## config.mk

```make
export PLATFORM = sky130hd
export DESIGN_NAME = idu_stage_flat
export DESIGN_NICKNAME = d
export VERILOG_FILES = /design/src/rtl/idu_stage_pkg.sv /design/src/rtl/idu_stage_if.sv /design/src/rtl/idu_stage_imm_gen.sv /design/src/rtl/idu_stage.sv /design/src/flat_wrapper.sv
export SDC_FILE = /design/constraint.sdc
export NUM_CORES = 1
export LEC_CHECK = 0
export BUFFER_PORTS_ARGS = -buffer_cell sky130_fd_sc_hd__buf_2
export CORE_MARGIN = 2
export CORE_UTILIZATION = 44
export CTS_CLUSTER_DIAMETER = 100
export DETAILED_ROUTE_END_ITERATION = 8
export PLACE_DENSITY = 0.84
export SYNTH_ARGS = -nofsm -noshare
export SYNTH_HDL_FRONTEND = slang
export SYNTH_HIERARCHICAL = 1
export SYNTH_SLANG_ARGS = --single-unit
```

## constraint.sdc

```tcl
create_clock -name clk -period 2.8 [get_ports clk]
set_input_delay 0.42 -clock clk [delete_from_list [all_inputs] [get_ports clk]]
set_output_delay 0.42 -clock clk [all_outputs]
set_load 0.02 [all_outputs]
```

## src/rtl/idu_stage_pkg.sv

```systemverilog
// Shared decode definitions for the instruction decode stage:
// opcodes, instruction classes, immediate formats and the reset NOP.
package idu_stage_pkg;

    localparam int XLEN_DEFAULT = 32;

    localparam logic [6:0] OPC_LUI    = 7'b0110111;
    localparam logic [6:0] OPC_AUIPC  = 7'b0010111;
    localparam logic [6:0] OPC_JAL    = 7'b1101111;
    localparam logic [6:0] OPC_JALR   = 7'b1100111;
    localparam logic [6:0] OPC_BRANCH = 7'b1100011;
    localparam logic [6:0] OPC_LOAD   = 7'b0000011;
    localparam logic [6:0] OPC_STORE  = 7'b0100011;
    localparam logic [6:0] OPC_OPIMM  = 7'b0010011;
    localparam logic [6:0] OPC_OP     = 7'b0110011;
    localparam logic [6:0] OPC_SYSTEM = 7'b1110011;

    localparam logic [31:0] NOP_INST = 32'h00000013;

    typedef enum logic [3:0] {
        CLS_LUI    = 4'd0,
        CLS_AUIPC  = 4'd1,
        CLS_JAL    = 4'd2,
        CLS_JALR   = 4'd3,
        CLS_BRANCH = 4'd4,
        CLS_LOAD   = 4'd5,
        CLS_STORE  = 4'd6,
        CLS_OPIMM  = 4'd7,
        CLS_OP     = 4'd8,
        CLS_SYSTEM = 4'd9,
        CLS_ILL    = 4'd10
    } inst_class_e;

    typedef enum logic [2:0] {
        FMT_I = 3'd0,
        FMT_S = 3'd1,
        FMT_B = 3'd2,
        FMT_U = 3'd3,
        FMT_J = 3'd4,
        FMT_R = 3'd5
    } imm_fmt_e;

    // RV32E only has x0..x15, so a referenced index with bit 4 set is out of range
    function automatic logic rve_index_bad(input logic [4:0] idx, input logic used);
        return used & idx[4];
    endfunction

endpackage

```

## src/rtl/idu_stage_if.sv

```systemverilog
// Bundle of the IFU->IDU and IDU->EXU valid/ready handshakes plus decoded fields.
// The stage uses the slave view; the surrounding pipeline (or bench) uses master.
interface idu_stage_if #(
    parameter int XLEN = 32
);
    import idu_stage_pkg::*;

    logic            in_valid;
    logic            in_ready;
    logic [31:0]     in_inst;
    logic [XLEN-1:0] in_pc;

    logic            out_valid;
    logic            out_ready;
    logic [XLEN-1:0] out_pc;
    logic [31:0]     out_inst;
    logic [4:0]      out_rs1;
    logic [4:0]      out_rs2;
    logic [4:0]      out_rd;
    logic [XLEN-1:0] out_imm;
    inst_class_e     out_class;
    logic [2:0]      out_funct3;
    logic            out_f7b5;
    logic            out_illegal;

    modport slave (
        input  in_valid, in_inst, in_pc, out_ready,
        output in_ready, out_valid, out_pc, out_inst, out_rs1, out_rs2, out_rd,
               out_imm, out_class, out_funct3, out_f7b5, out_illegal
    );

    modport master (
        output in_valid, in_inst, in_pc, out_ready,
        input  in_ready, out_valid, out_pc, out_inst, out_rs1, out_rs2, out_rd,
               out_imm, out_class, out_funct3, out_f7b5, out_illegal
    );

endinterface

```

## src/rtl/idu_stage_imm_gen.sv

```systemverilog
// Immediate generator: reassembles and sign-extends the RV32 immediate for a
// given format. Only inst[31:7] carries immediate bits, so opcode is not an input.
module idu_stage_imm_gen
    import idu_stage_pkg::*;
#(
    parameter int XLEN = 32
) (
    input  logic [31:7]     inst,
    input  imm_fmt_e        fmt,
    output logic [XLEN-1:0] imm
);

    logic [31:0] imm32;

    always_comb begin
        imm32 = 32'h0;
        case (fmt)
            FMT_I: imm32 = {{20{inst[31]}}, inst[31:20]};
            FMT_S: imm32 = {{20{inst[31]}}, inst[31:25], inst[11:7]};
            FMT_B: imm32 = {{19{inst[31]}}, inst[31], inst[7], inst[30:25], inst[11:8], 1'b0};
            FMT_U: imm32 = {inst[31:12], 12'h000};
            FMT_J: imm32 = {{11{inst[31]}}, inst[31], inst[19:12], inst[20], inst[30:21], 1'b0};
            default: imm32 = 32'h0;
        endcase
    end

    // widening a signed value keeps the sign for XLEN > 32
    assign imm = XLEN'($signed(imm32));

endmodule

```

## src/rtl/idu_stage.sv

```systemverilog
// Instruction decode stage: one-entry pipeline register between IFU and EXU,
// with purely combinational RV32I/E decode of the held instruction.
module idu_stage
    import idu_stage_pkg::*;
#(
    parameter int XLEN = 32,
    parameter bit RVE  = 1'b1
) (
    input  logic        clk,
    input  logic        rst,
    idu_stage_if.slave  bus
);

    logic            valid_q, valid_d;
    logic [31:0]     inst_q, inst_d;
    logic [XLEN-1:0] pc_q, pc_d;
    logic            in_fire;

    assign bus.in_ready = ~valid_q | bus.out_ready;
    assign in_fire      = bus.in_valid & bus.in_ready;

    // A capture always wins; otherwise the entry survives only until EXU accepts it
    always_comb begin
        valid_d = in_fire | (valid_q & ~bus.out_ready);
        inst_d  = inst_q;
        pc_d    = pc_q;
        if (in_fire) begin
            inst_d = bus.in_inst;
            pc_d   = bus.in_pc;
        end
    end

    always_ff @(posedge clk) begin
        if (rst) begin
            valid_q <= 1'b0;
            inst_q  <= NOP_INST;
            pc_q    <= '0;
        end else begin
            valid_q <= valid_d;
            inst_q  <= inst_d;
            pc_q    <= pc_d;
        end
    end

    logic [6:0]  opcode;
    logic [4:0]  rs1_raw, rs2_raw, rd_raw;
    logic        known, use_rs1, use_rs2, use_rd, illegal;
    inst_class_e cls;
    imm_fmt_e    fmt;

    assign opcode  = inst_q[6:0];
    assign rs1_raw = inst_q[19:15];
    assign rs2_raw = inst_q[24:20];
    assign rd_raw  = inst_q[11:7];

    always_comb begin
        known   = 1'b1;
        cls     = CLS_ILL;
        fmt     = FMT_R;
        use_rs1 = 1'b0;
        use_rs2 = 1'b0;
        use_rd  = 1'b0;
        case (opcode)
            OPC_LUI:    begin cls = CLS_LUI;    fmt = FMT_U; use_rd = 1'b1; end
            OPC_AUIPC:  begin cls = CLS_AUIPC;  fmt = FMT_U; use_rd = 1'b1; end
            OPC_JAL:    begin cls = CLS_JAL;    fmt = FMT_J; use_rd = 1'b1; end
            OPC_JALR:   begin cls = CLS_JALR;   fmt = FMT_I; use_rs1 = 1'b1; use_rd = 1'b1; end
            OPC_LOAD:   begin cls = CLS_LOAD;   fmt = FMT_I; use_rs1 = 1'b1; use_rd = 1'b1; end
            OPC_OPIMM:  begin cls = CLS_OPIMM;  fmt = FMT_I; use_rs1 = 1'b1; use_rd = 1'b1; end
            OPC_SYSTEM: begin cls = CLS_SYSTEM; fmt = FMT_I; use_rs1 = 1'b1; use_rd = 1'b1; end
            OPC_STORE:  begin cls = CLS_STORE;  fmt = FMT_S; use_rs1 = 1'b1; use_rs2 = 1'b1; end
            OPC_BRANCH: begin cls = CLS_BRANCH; fmt = FMT_B; use_rs1 = 1'b1; use_rs2 = 1'b1; end
            OPC_OP:     begin cls = CLS_OP;     fmt = FMT_R; use_rs1 = 1'b1; use_rs2 = 1'b1; use_rd = 1'b1; end
            default:    known = 1'b0;
        endcase

        illegal = (inst_q[1:0] != 2'b11) | ~known
                | (RVE & (rve_index_bad(rs1_raw, use_rs1)
                        | rve_index_bad(rs2_raw, use_rs2)
                        | rve_index_bad(rd_raw, use_rd)));

        // Illegal instructions still flow to EXU, but carry no operands or immediate
        if (illegal) begin
            cls     = CLS_ILL;
            fmt     = FMT_R;
            use_rs1 = 1'b0;
            use_rs2 = 1'b0;
            use_rd  = 1'b0;
        end
    end

    idu_stage_imm_gen #(
        .XLEN (XLEN)
    ) u_imm_gen (
        .inst (inst_q[31:7]),
        .fmt  (fmt),
        .imm  (bus.out_imm)
    );

    assign bus.out_valid   = valid_q;
    assign bus.out_pc      = pc_q;
    assign bus.out_inst    = inst_q;
    assign bus.out_rs1     = use_rs1 ? rs1_raw : 5'd0;
    assign bus.out_rs2     = use_rs2 ? rs2_raw : 5'd0;
    assign bus.out_rd      = use_rd  ? rd_raw  : 5'd0;
    assign bus.out_class   = cls;
    assign bus.out_funct3  = inst_q[14:12];
    assign bus.out_f7b5    = inst_q[30];
    assign bus.out_illegal = illegal;

endmodule

```

## src/flat_wrapper.sv

```systemverilog
// flat-port wrapper written by rule: the top's interface ports become plain ports
module idu_stage_flat import idu_stage_pkg::*;
#(
    parameter int XLEN = 32,
    parameter bit RVE  = 1'b1
)
  (clk, rst, bus_in_valid, bus_in_inst, bus_in_pc, bus_out_ready, bus_in_ready, bus_out_valid, bus_out_pc, bus_out_inst, bus_out_rs1, bus_out_rs2, bus_out_rd, bus_out_imm, bus_out_class, bus_out_funct3, bus_out_f7b5, bus_out_illegal);
  idu_stage_if #(.XLEN(XLEN)) bus_i ();
  input  logic clk;
  input  logic rst;
  input wire logic [$bits(bus_i.in_valid)-1:0] bus_in_valid;
  input wire logic [$bits(bus_i.in_inst)-1:0] bus_in_inst;
  input wire logic [$bits(bus_i.in_pc)-1:0] bus_in_pc;
  input wire logic [$bits(bus_i.out_ready)-1:0] bus_out_ready;
  output wire logic [$bits(bus_i.in_ready)-1:0] bus_in_ready;
  output wire logic [$bits(bus_i.out_valid)-1:0] bus_out_valid;
  output wire logic [$bits(bus_i.out_pc)-1:0] bus_out_pc;
  output wire logic [$bits(bus_i.out_inst)-1:0] bus_out_inst;
  output wire logic [$bits(bus_i.out_rs1)-1:0] bus_out_rs1;
  output wire logic [$bits(bus_i.out_rs2)-1:0] bus_out_rs2;
  output wire logic [$bits(bus_i.out_rd)-1:0] bus_out_rd;
  output wire logic [$bits(bus_i.out_imm)-1:0] bus_out_imm;
  output wire logic [$bits(bus_i.out_class)-1:0] bus_out_class;
  output wire logic [$bits(bus_i.out_funct3)-1:0] bus_out_funct3;
  output wire logic [$bits(bus_i.out_f7b5)-1:0] bus_out_f7b5;
  output wire logic [$bits(bus_i.out_illegal)-1:0] bus_out_illegal;
  assign bus_i.in_valid = bus_in_valid;
  assign bus_i.in_inst = bus_in_inst;
  assign bus_i.in_pc = bus_in_pc;
  assign bus_i.out_ready = bus_out_ready;
  assign bus_in_ready = bus_i.in_ready;
  assign bus_out_valid = bus_i.out_valid;
  assign bus_out_pc = bus_i.out_pc;
  assign bus_out_inst = bus_i.out_inst;
  assign bus_out_rs1 = bus_i.out_rs1;
  assign bus_out_rs2 = bus_i.out_rs2;
  assign bus_out_rd = bus_i.out_rd;
  assign bus_out_imm = bus_i.out_imm;
  assign bus_out_class = bus_i.out_class;
  assign bus_out_funct3 = bus_i.out_funct3;
  assign bus_out_f7b5 = bus_i.out_f7b5;
  assign bus_out_illegal = bus_i.out_illegal;
  idu_stage #(.XLEN(XLEN), .RVE(RVE)) u_core (.clk(clk), .rst(rst), .bus(bus_i));
endmodule
```

* Yosys cells after proc, flatten, opt, wreduce, memory -nomap -nowiden
Index checks and enable logic that the tools add are counted.
** Cells by class
- $add $sub $neg :: 0
- Multipliers :: 0
- Divide/modulo/power cells :: 0
- $lt $le $gt $ge :: 0
- Eq/ne operators :: 15
- Shifts and indexed selects :: 0
- Muxes and demuxes :: 15
- Bitwise logic cells :: 14
- Reductions and logical operators :: 7
** Operator list (count)
- 32-bit one-hot mux with 5 select lines :: 1
- 4-bit one-hot mux with 10 select lines :: 1
- 7-bit equality test, second input constant :: 4
- 7-bit by 6-bit equality test with 1-bit output, second input constant :: 3
- 5-bit two-way mux :: 3
- 3-bit one-hot mux with 5 select lines :: 1
- 7-bit by 5-bit equality test with 1-bit output, second input constant :: 2
- 10-bit OR reduction :: 1
- 8-bit OR reduction :: 1
- 7-bit by 2-bit equality test with 1-bit output, second input constant :: 1
- 1-bit two-way mux :: 7
- 7-bit OR reduction :: 1
- 3-bit by 2-bit equality test with 1-bit output, second input constant :: 2
- 1-bit OR :: 6
- 1-bit bitwise AND :: 5
- 4-bit two-way mux :: 1
- 4-bit OR reduction :: 1
- 3-bit by 1-bit equality test with 1-bit output, second input constant :: 1
- 3-bit equality test, second input constant :: 1
- 3-bit logical NOT :: 1
- 3-bit two-way mux :: 1
- 1-bit inverter :: 3
- 3-bit OR reduction :: 1
- 2-bit != test, second input constant :: 1
- 2-bit OR reduction :: 1
** Word-level totals
- Bits in registers :: 65
- Latch bits :: 0
- Bits in writable memories :: 0
- ROM bits :: 0
- Bits of input ports :: 68
- Output and inout bits :: 122
- Word-level logic and storage cells :: 54
- Memories kept :: 0

* Logic depth before layout (Yosys ltp)
Gate-level depths: netlist of the first run.
- Depth in word-level cells :: 10
- Gate-level depth with buffers :: 11
- Gate-level depth less buffers :: 7

* Hierarchy
Netlist of the first run, hierarchy kept.
** By module, submodules not included
- idu_stage :: instances 1, cells an instance 359, area each 2762.6 um2, sequential area each 1301.2 um2
- idu_stage_imm_gen :: instances 1, cells an instance 94, area each 540.5 um2, sequential area each 0.0 um2

* Worst setup path before layout of the first run
Ideal clock, no wire load.
- Path type :: reg-to-output
- From :: reg u_core.inst_q[6] (netlist: u_core/bus.out_inst[6])
- To :: out bus_out_imm[11]
- Arrival time :: 2.483 ns
- Data required time :: 2.380 ns
- Path slack :: -0.103 ns
- Stages on the path, launching flop included :: 10
- Path buffers :: 3
- Cells stage by stage :: dfxtp_1 buf_4 nand2_1 a41o_1 a211oi_2 buf_4 nand3_1 buf_2 nand2b_1 o32ai_1
** Between the ends
- Longest elaborated chain between the ends :: 10
- Elaborated cells on any way between the ends :: 36
- Classes of those cells :: eq/ne: 14; mux: 7; bitwise: 8; reduce/logical: 7
** RTL lines
- from (decl) :: line idu_stage.sv:15 : logic [31:0] inst_q, inst_d;
- from (signal assigned) :: line idu_stage.sv:40 : inst_q <= inst_d;
- 7-bit by 6-bit equality test with 1-bit output, or another cell as far along :: line idu_stage.sv:63 : case (opcode)
- 7-bit OR reduction (no source line) / 3-bit OR reduction (equally long branches)
- 1-bit two-way mux :: line idu_stage.sv:63
- 1-bit bitwise AND :: line idu_stage_pkg.sv:45 : return used & idx[4];
- 1-bit OR :: line idu_stage.sv:79 : | rve_index_bad(rs2_raw, use_rs2)
- 1-bit OR :: line idu_stage.sv:80 : | rve_index_bad(rd_raw, use_rd)));
- 1-bit OR :: line idu_stage.sv:78 : | (RVE & (rve_index_bad(rs1_raw, use_rs1)
- 3-bit two-way mux (*) :: line idu_stage.sv:83 : if (illegal) begin
- net u_core.fmt[0] :: line idu_stage.sv:49 : imm_fmt_e fmt;
- 3-bit equality test, or another cell as far along :: line idu_stage_imm_gen.sv:17 : case (fmt)
- 32-bit one-hot mux with 5 select lines (*) :: line idu_stage_imm_gen.sv:17
- to (decl) :: line flat_wrapper.sv:22 : output wire logic [$bits(bus_i.out_imm)-1:0] bus_out_imm;
The timed path passes the listed nets; every way through them passes the cells marked *.

* Final worst setup path of the first run
- From :: reg u_core.inst_q[5] (netlist: u_core/bus.out_inst[5])
- To :: out bus_out_imm[18]
The elaborated chain is that of the path after synthesis.

==> metrics.cfg, run 1 <==
[outcome]
status = finished, violations left
violations = setup timing

[clock_tree]
cts_buffers = 9
cts_root_buf = clkbuf_8
clkSinkCount = 65
cts_hold_buf = 0
clk_latency_ns = 0.35
path_clk_slew_ns = 0.07
cts_tree = built
htree_levels = 3
ctsLongestPathBuffers = 2

[worst_setup_path]
required_ns = 2.38
slowest_delay_ns = 0.37
crit_path_end_kind = output pin
crit_path_top_delay_cell = dfxtp_4
arrival_ns = 2.85
start_kind = flop
critPathMaxFanout = 6
crit_path_frequent_cell = buf_4
critPathKind = flop to output pin
worstPathCellList = buf_4, a41o_1, a211oi_4, nand4_1, buf_6, buf_4, nor2b_2, buf_6, a21oi_1, o22ai_1, buf_4

[pwr]
power.density_mw_per_mm2 = 534.6
leakage_nw = 2.660
irDropWorstVdd_mv = 0.3042

[sta]
slew_violations = 0
rsz0062_at_grt = yes
hold_violations = 0
setup_ws_ns = -0.4712
clock.fmax_mhz = 305.7
finalCritPeriodShare_pct = 116.8
holdWs_ns = 0.2990
max_slew.worst_pin.slew_ns = 0.6833
finalSetupTns_ns = -11.48
finalClockSkew_ns = 0.01129
finalCriticalPeriod_ns = 3.271
setup_violations = 32
relSlewSlack_pct = 54.28

[synthesis]
ys_types = 50
synth_ff_type = dfxtp_1
synth_edf_count = 0
syn_avg_cell_area_sq_um = 7.292
yosys_warnings = 6
synth_seq_area_share_pct = 39.39
synth_area_sq_mm = 0.003303
synth_async_sr_flop_share_pct = 0
ys_seq_elements = 65
postSynthCellCount = 453

[grt]
first_global_vias = 4049
grt_start_max_net_pins = 66
antenna_found_initial = 0
grt_first_pass_wirelength_um = 20000
grt_use_total_pct = 30.35
grt_overflow = 0

[placed_design]
place_ws_ns = -0.08110
gp_congestion = 0.9752
placed_cell_area_sq_mm = 0.004418
hpwl_um = 7432
place_inst = 725
io_buffer_count = 186

[layout]
drive_above_1_share_pct = 49.55
layout_common_cells = buf_2, nand2_1, a21oi_1
num_antenna_cells = 0
area_delta_synth_final_pct = 63.22
fin_area_sq_mm = 0.005391
fin_cells = 769
nets = 733
layout_commonest_cell = buf_2

[die]
die_h_um = 90.65
start_util_pct = 45.54
ios = 190
rows = 31
die_area_sq_mm = 0.008217
die_x_um = 90.65
core_sq_mm = 0.007253

[drt]
drt-pass1-iter-count = 5
wl_per_cell_um = 18.97
num_vias = 4499
drtIter0Drc = 394
drc_errors = 0
drt-vias-per-instance = 5.850
wl_um = 14590
final_antenna_net_count = 0

[run]
drv_cap = 0

[hold_path]
holdCritPathClass = primary input to flop

## synthesized netlist by cell type, types with 2 or more instances
cell type	instances	share of area, %
nand2_1	155	18
a21oi_1	81	12
dfxtp_1	65	39
clkbuf_1	21	2.4
o22ai_1	12	2.3
nor2b_1	10	1.9
buf_4	9	2.0
nand2b_1	9	1.7
nor2_1	8	0.91
buf_2	6	0.91
inv_1	6	0.68
buf_6	5	1.7
and4_1	4	1.1
mux2_2	4	1.4
nor3b_2	4	1.5
nor4b_1	4	1.1
and2_1	3	0.57
and3_1	3	0.57
buf_1	3	0.34
nand3_1	3	0.45
nand3b_1	3	0.68
nor3_1	3	0.45
a211oi_2	2	0.76
and2b_1	2	0.45
nand4_1	2	0.38
o21a_1	2	0.45
## worst paths after layout
path	depth (start not counted)	endpoint	startpoint	slack [ns]
max	11	bus_out_imm[18]	u_core/bus.out_inst[5]	-0.47
min	3	u_core/bus.out_inst[1]	bus_in_inst[1]	0.30
max reg2reg	5	u_core/bus.out_inst[31]	u_core/bus.out_valid	1.05
min reg2reg	2	u_core/bus.out_pc[4]	u_core/bus.out_pc[4]	0.45
## critical path, delay by kind of cell (launching register included)
family | cells | cell delay [ns]
AND/OR/NAND/NOR | 2 | 0.51
flip-flops | 1 | 0.37
buffers and inverters | 5 | 0.84
AO/OA/AOI/OAI | 4 | 0.80
## state kept, by name, indices dropped and copies added (netlist names)
register / flops
u_core/bus.out_inst: 32
u_core/bus.out_pc: 32
u_core/bus.out_valid: 1
## final cells by class
class / instances / area, sq um
multi-input combinational: 342 / 2108
clock buffer: 11 / 141.4
clock inverter: 5 / 102.6
tap: 99 / 123.9
timing repair buffer: 241 / 1578
sequential: 65 / 1315
inverter: 6 / 22.52
fill: 482 / 1862
## routing by layer
metal | vias to the layer above | routed length, um | global-route usage [%]
met5 | - | 0 | 0
met4 | 0 | 1143 | 20.13
met3 | 125 | 1665 | 7.429
met2 | 397 | 6835 | 52.74
met1 | 2039 | 4946 | 32.52
li1 | 1938 | - | -
## metrics by stage
step | total power [mW] | utilization (%)
6_report | 2.882 | 74.33
5_1_grt | 2.976 | 74.33
4_1_cts | 2.766 | 70.97
3_5_place_dp | 1.690 | 60.91
3_3_place_gp | 1.674 | 60.91
2_1_floorplan | 1.456 | -
## power by group
group          leakage (nW)  total, mW  switching, mW  internal, mW
combinational          2.00      0.844          0.489         0.354
sequential            0.538       1.04         0.0578         0.980
clock                 0.120       1.00          0.386         0.615
## cells by family after synthesis
group                      Yosys count  synth area share [%]
AOI/OAI and AO/OA                  109                 18.48
xor gates and xnor gates             1                0.2652
adders and majority gates            1                0.3409
buffers and inverters               50                 8.068
DFF                                 65                 39.39
other                                1                0.1135
muxes                                5                 1.667
and+or+nand+nor                    221                 31.67
## repair_timing
item	CTS	global route
cloned	3	1
setup endpoints to repair	32	32
buffers inserted	13	11
resized for setup	108	37
pin swaps	20	15
Note: power is estimated with default switching activity, not from simulation.
==> run 2: changes to the inputs <==
BUFFER_PORTS_ARGS = not set   (was -buffer_cell sky130_fd_sc_hd__buf_2)
CORE_UTILIZATION = 40   (was 44)
DONT_BUFFER_PORTS = 1   (was not set)
PLACE_DENSITY = 0.58   (was 0.84)
RECOVER_POWER = 100   (was not set)
==> run 2 against run 1 <==
  * The flow still finishes with violations (setup timing)
  * Die area up 9.6%
  * Sequential power up 6%
  * Final cell count down 21%
  * Clock power down 18%
  * Highest routed layer unchanged
==> metrics.cfg, run 2 (same netlist as run 1, synthesis figures left out) <==
[outcome]
status = finished, violations left  ; unchanged
violations = setup timing  ; unchanged

[grt]
grt_start_max_net_pins = 66  ; unchanged
first_global_vias = 3122  ; was 4049
met1_usage_pct = 25.06  ; was 32.52%
antenna_found_initial = 0  ; unchanged
grt_overflow = 0  ; unchanged
grt_busiest_layer = met2  ; unchanged
grtUsageMet2_pct = 37.29  ; was 52.74%
grt_use_total_pct = 21.88  ; was 30.35%
grt_first_pass_wirelength_um = 15310  ; was 20000 um
gr-usage-met3_pct = 8.140  ; was 7.429%

[die]
start_util_pct = 40.82  ; was 45.54%
rows = 33  ; was 31
ios = 190  ; unchanged
core_sq_mm = 0.008093  ; was 0.007253 sq mm
die_area_sq_mm = 0.009001  ; was 0.008217 sq mm
die_x_um = 94.88  ; was 90.65 um
die_h_um = 94.88  ; was 90.65 um

[hold_path]
holdCritPathClass = primary input to flop  ; unchanged
whs_endpoint = u_core/bus.out_inst[6]  ; was u_core/bus.out_inst[1]
hp-start = rst  ; was bus_in_inst[1]
hold_depth = 1  ; was 3

[worst_setup_path]
reg2regPathDepth = 5  ; unchanged
crit_path_top_delay_cell = dfxtp_4  ; unchanged
crit_family = simple AND/OR/NAND/NOR gates  ; was buffers and inverters
worstPathCellList = and4b_4, or2_4, o21a_4, nor4bb_4, and2_1, buf_6, a21oi_2, o22ai_1, buf_4  ; was buf_4, a41o_1, a211oi_4, nand4_1, buf_6, buf_4, nor2b_2, buf_6, a21oi_1, o22ai_1, buf_4
crit_path_end_kind = output pin  ; unchanged
slowest_delay_ns = 0.40  ; was 0.37 ns
r2r_start = u_core/bus.out_valid  ; unchanged
required_ns = 2.38  ; about the same
critPathKind = flop to output pin  ; unchanged
rr_endpoint = u_core/bus.out_inst[8]  ; was u_core/bus.out_inst[31]
critPathMaxFanout = 8  ; was 6
r2r_slack_ns = 0.97  ; was 1.05 ns
arrival_ns = 2.62  ; was 2.85 ns
start_kind = flop  ; unchanged
crit_buf_inv = 2  ; was 5

[layout]
layout_commonest_cell = nand2_1  ; was buf_2
area_delta_synth_final_pct = 37.92  ; was 63.22%
fin_area_sq_mm = 0.004556  ; was 0.005391 sq mm
num_antenna_cells = 0  ; unchanged
layout_common_cells = nand2_1, a21oi_1, dfxtp_1  ; was buf_2, nand2_1, a21oi_1
final_core_util_pct = 56.29  ; was 74.33%
nets = 564  ; was 733
drive_above_1_share_pct = 33.13  ; was 49.55%

[drt]
final_antenna_net_count = 0  ; unchanged
drt-pass1-iter-count = 4  ; was 5
drtIter0Drc = 135  ; was 394
drc_errors = 0  ; unchanged
wl_per_cell_um = 17.69  ; was 18.97 um
num_vias = 3296  ; was 4499
wl_um = 10720  ; was 14590 um
drt-vias-per-instance = 5.439  ; was 5.850

[sta]
rsz0062_at_grt = yes  ; unchanged
finalSetupTns_ns = -4.623  ; was -11.48 ns
slew_violations = 0  ; unchanged
setup_violations = 31  ; was 32
clock.fmax_mhz = 329.0  ; was 305.7 MHz
finalClockSkew_ns = 0.008993  ; was 0.01129 ns
relSlewSlack_pct = 60.51  ; was 54.28%
finalCriticalPeriod_ns = 3.040  ; was 3.271 ns
finalCritPeriodShare_pct = 108.6  ; was 116.8%
hold_violations = 0  ; unchanged
setup_ws_ns = -0.2397  ; was -0.4712 ns
max_slew.worst_pin.slew_ns = 0.5915  ; was 0.6833 ns

[pwr]
clock_power_share_pct = 32.7  ; was 34.7%
p_sw_share_pct = 33.50  ; was 32.38%
leakage_nw = 1.835  ; was 2.660 nW
p_sw_mw = 0.8439  ; was 0.9334 mW
irDropWorstVdd_mv = 0.3376  ; was 0.3042 mV
combPwrFrac_pct = 23.5  ; was 29.3%
power.density_mw_per_mm2 = 552.9  ; was 534.6 mW/mm^2
internal_power_mw = 1.675  ; was 1.949 mW
seq_power_share_pct = 43.9  ; was 36.0%

[clock_tree]
cts_hold_buf = 0  ; unchanged
cts_root_buf = clkbuf_8  ; unchanged
path_clk_slew_ns = 0.07  ; about the same
clkSinkCount = 65  ; unchanged
cts_tree = built  ; unchanged
clk_latency_ns = 0.34  ; was 0.35 ns
ctsLongestPathBuffers = 2  ; unchanged
cts_buffers = 9  ; unchanged
htree_levels = 3  ; unchanged

[placed_design]
gp_congestion = 0.8921  ; was 0.9752
io_buffer_count = 0  ; was 186
placed_cell_area_sq_mm = 0.003650  ; was 0.004418 sq mm
hpwl_um = 6992  ; was 7432 um
place_ws_ns = 0.04362  ; was -0.08110 ns

[run]
drv_cap = 0  ; unchanged

## run 2: changes by cell type in the layout (fill, tap and decap cells not counted), moves of 7 or more
cell / delta
a21oi_1: -7
buf_2: -155
buf_4: -7
buf_6: -9
nand2_2: -10
nand2_4: +10
## run 2: worst max path at each step
stage                       to                   start  slack (ns)  cells after the start
2_1_floorplan  bus_out_imm[19]  u_core/bus.out_inst[5]       -0.05                     10
3_3_place_gp   bus_out_imm[30]  u_core/bus.out_inst[6]        0.14                      9
3_5_place_dp   bus_out_imm[20]  u_core/bus.out_inst[6]        0.04                      8
4_1_cts        bus_out_imm[20]  u_core/bus.out_inst[4]       -0.17                      8
5_1_grt        bus_out_imm[18]  u_core/bus.out_inst[4]       -0.34                      9
6_report       bus_out_imm[18]  u_core/bus.out_inst[4]       -0.24                      9
## run 2: final cells by class
cell class / count / area, sq um
clock buffer: 10 / 137.6
inverter: 6 / 22.52
multi-input combinational: 341 / 2211
timing repair buffer: 73 / 671.9
fill: 787 / 3537
sequential: 65 / 1315
tap: 105 / 131.4
clock inverter: 6 / 66.31
## run 2: repair_timing
item / in CTS / in global routing
setup endpoints to repair: 32 / 32
buffers inserted: 15 / 8
cloned: 2 / 1
pin swaps: 17 / 26
resized for setup: 79 / 46
## run 2: through the flow
stage	std cells	hold WS (ns)	power [mW]
3_5_place_dp	564	0.4917	1.577
5_1_grt	606	0.1198	2.645
6_report	606	0.1372	2.519
3_3_place_gp	564	0.4876	1.568
4_1_cts	597	0.1091	2.490
2_1_floorplan	455	0.5345	1.456
## run 2: power by group through the flow
stage | clock network, mW | logic, mW | registers [mW]
finish | 0.823 | 0.591 | 1.10
floorplan | 0 | 0.347 | 1.11
detailed placement | 0 | 0.455 | 1.12
global route | 0.892 | 0.639 | 1.11
CTS | 0.853 | 0.535 | 1.10
global placement | 0 | 0.447 | 1.12
## run 2: routing by layer
metal / share of wire (%) / wire length [um]
met4: 2.3 / 250
met1: 39 / 4213
met5: 0 / 0
met3: 9.4 / 1012
met2: 49 / 5243
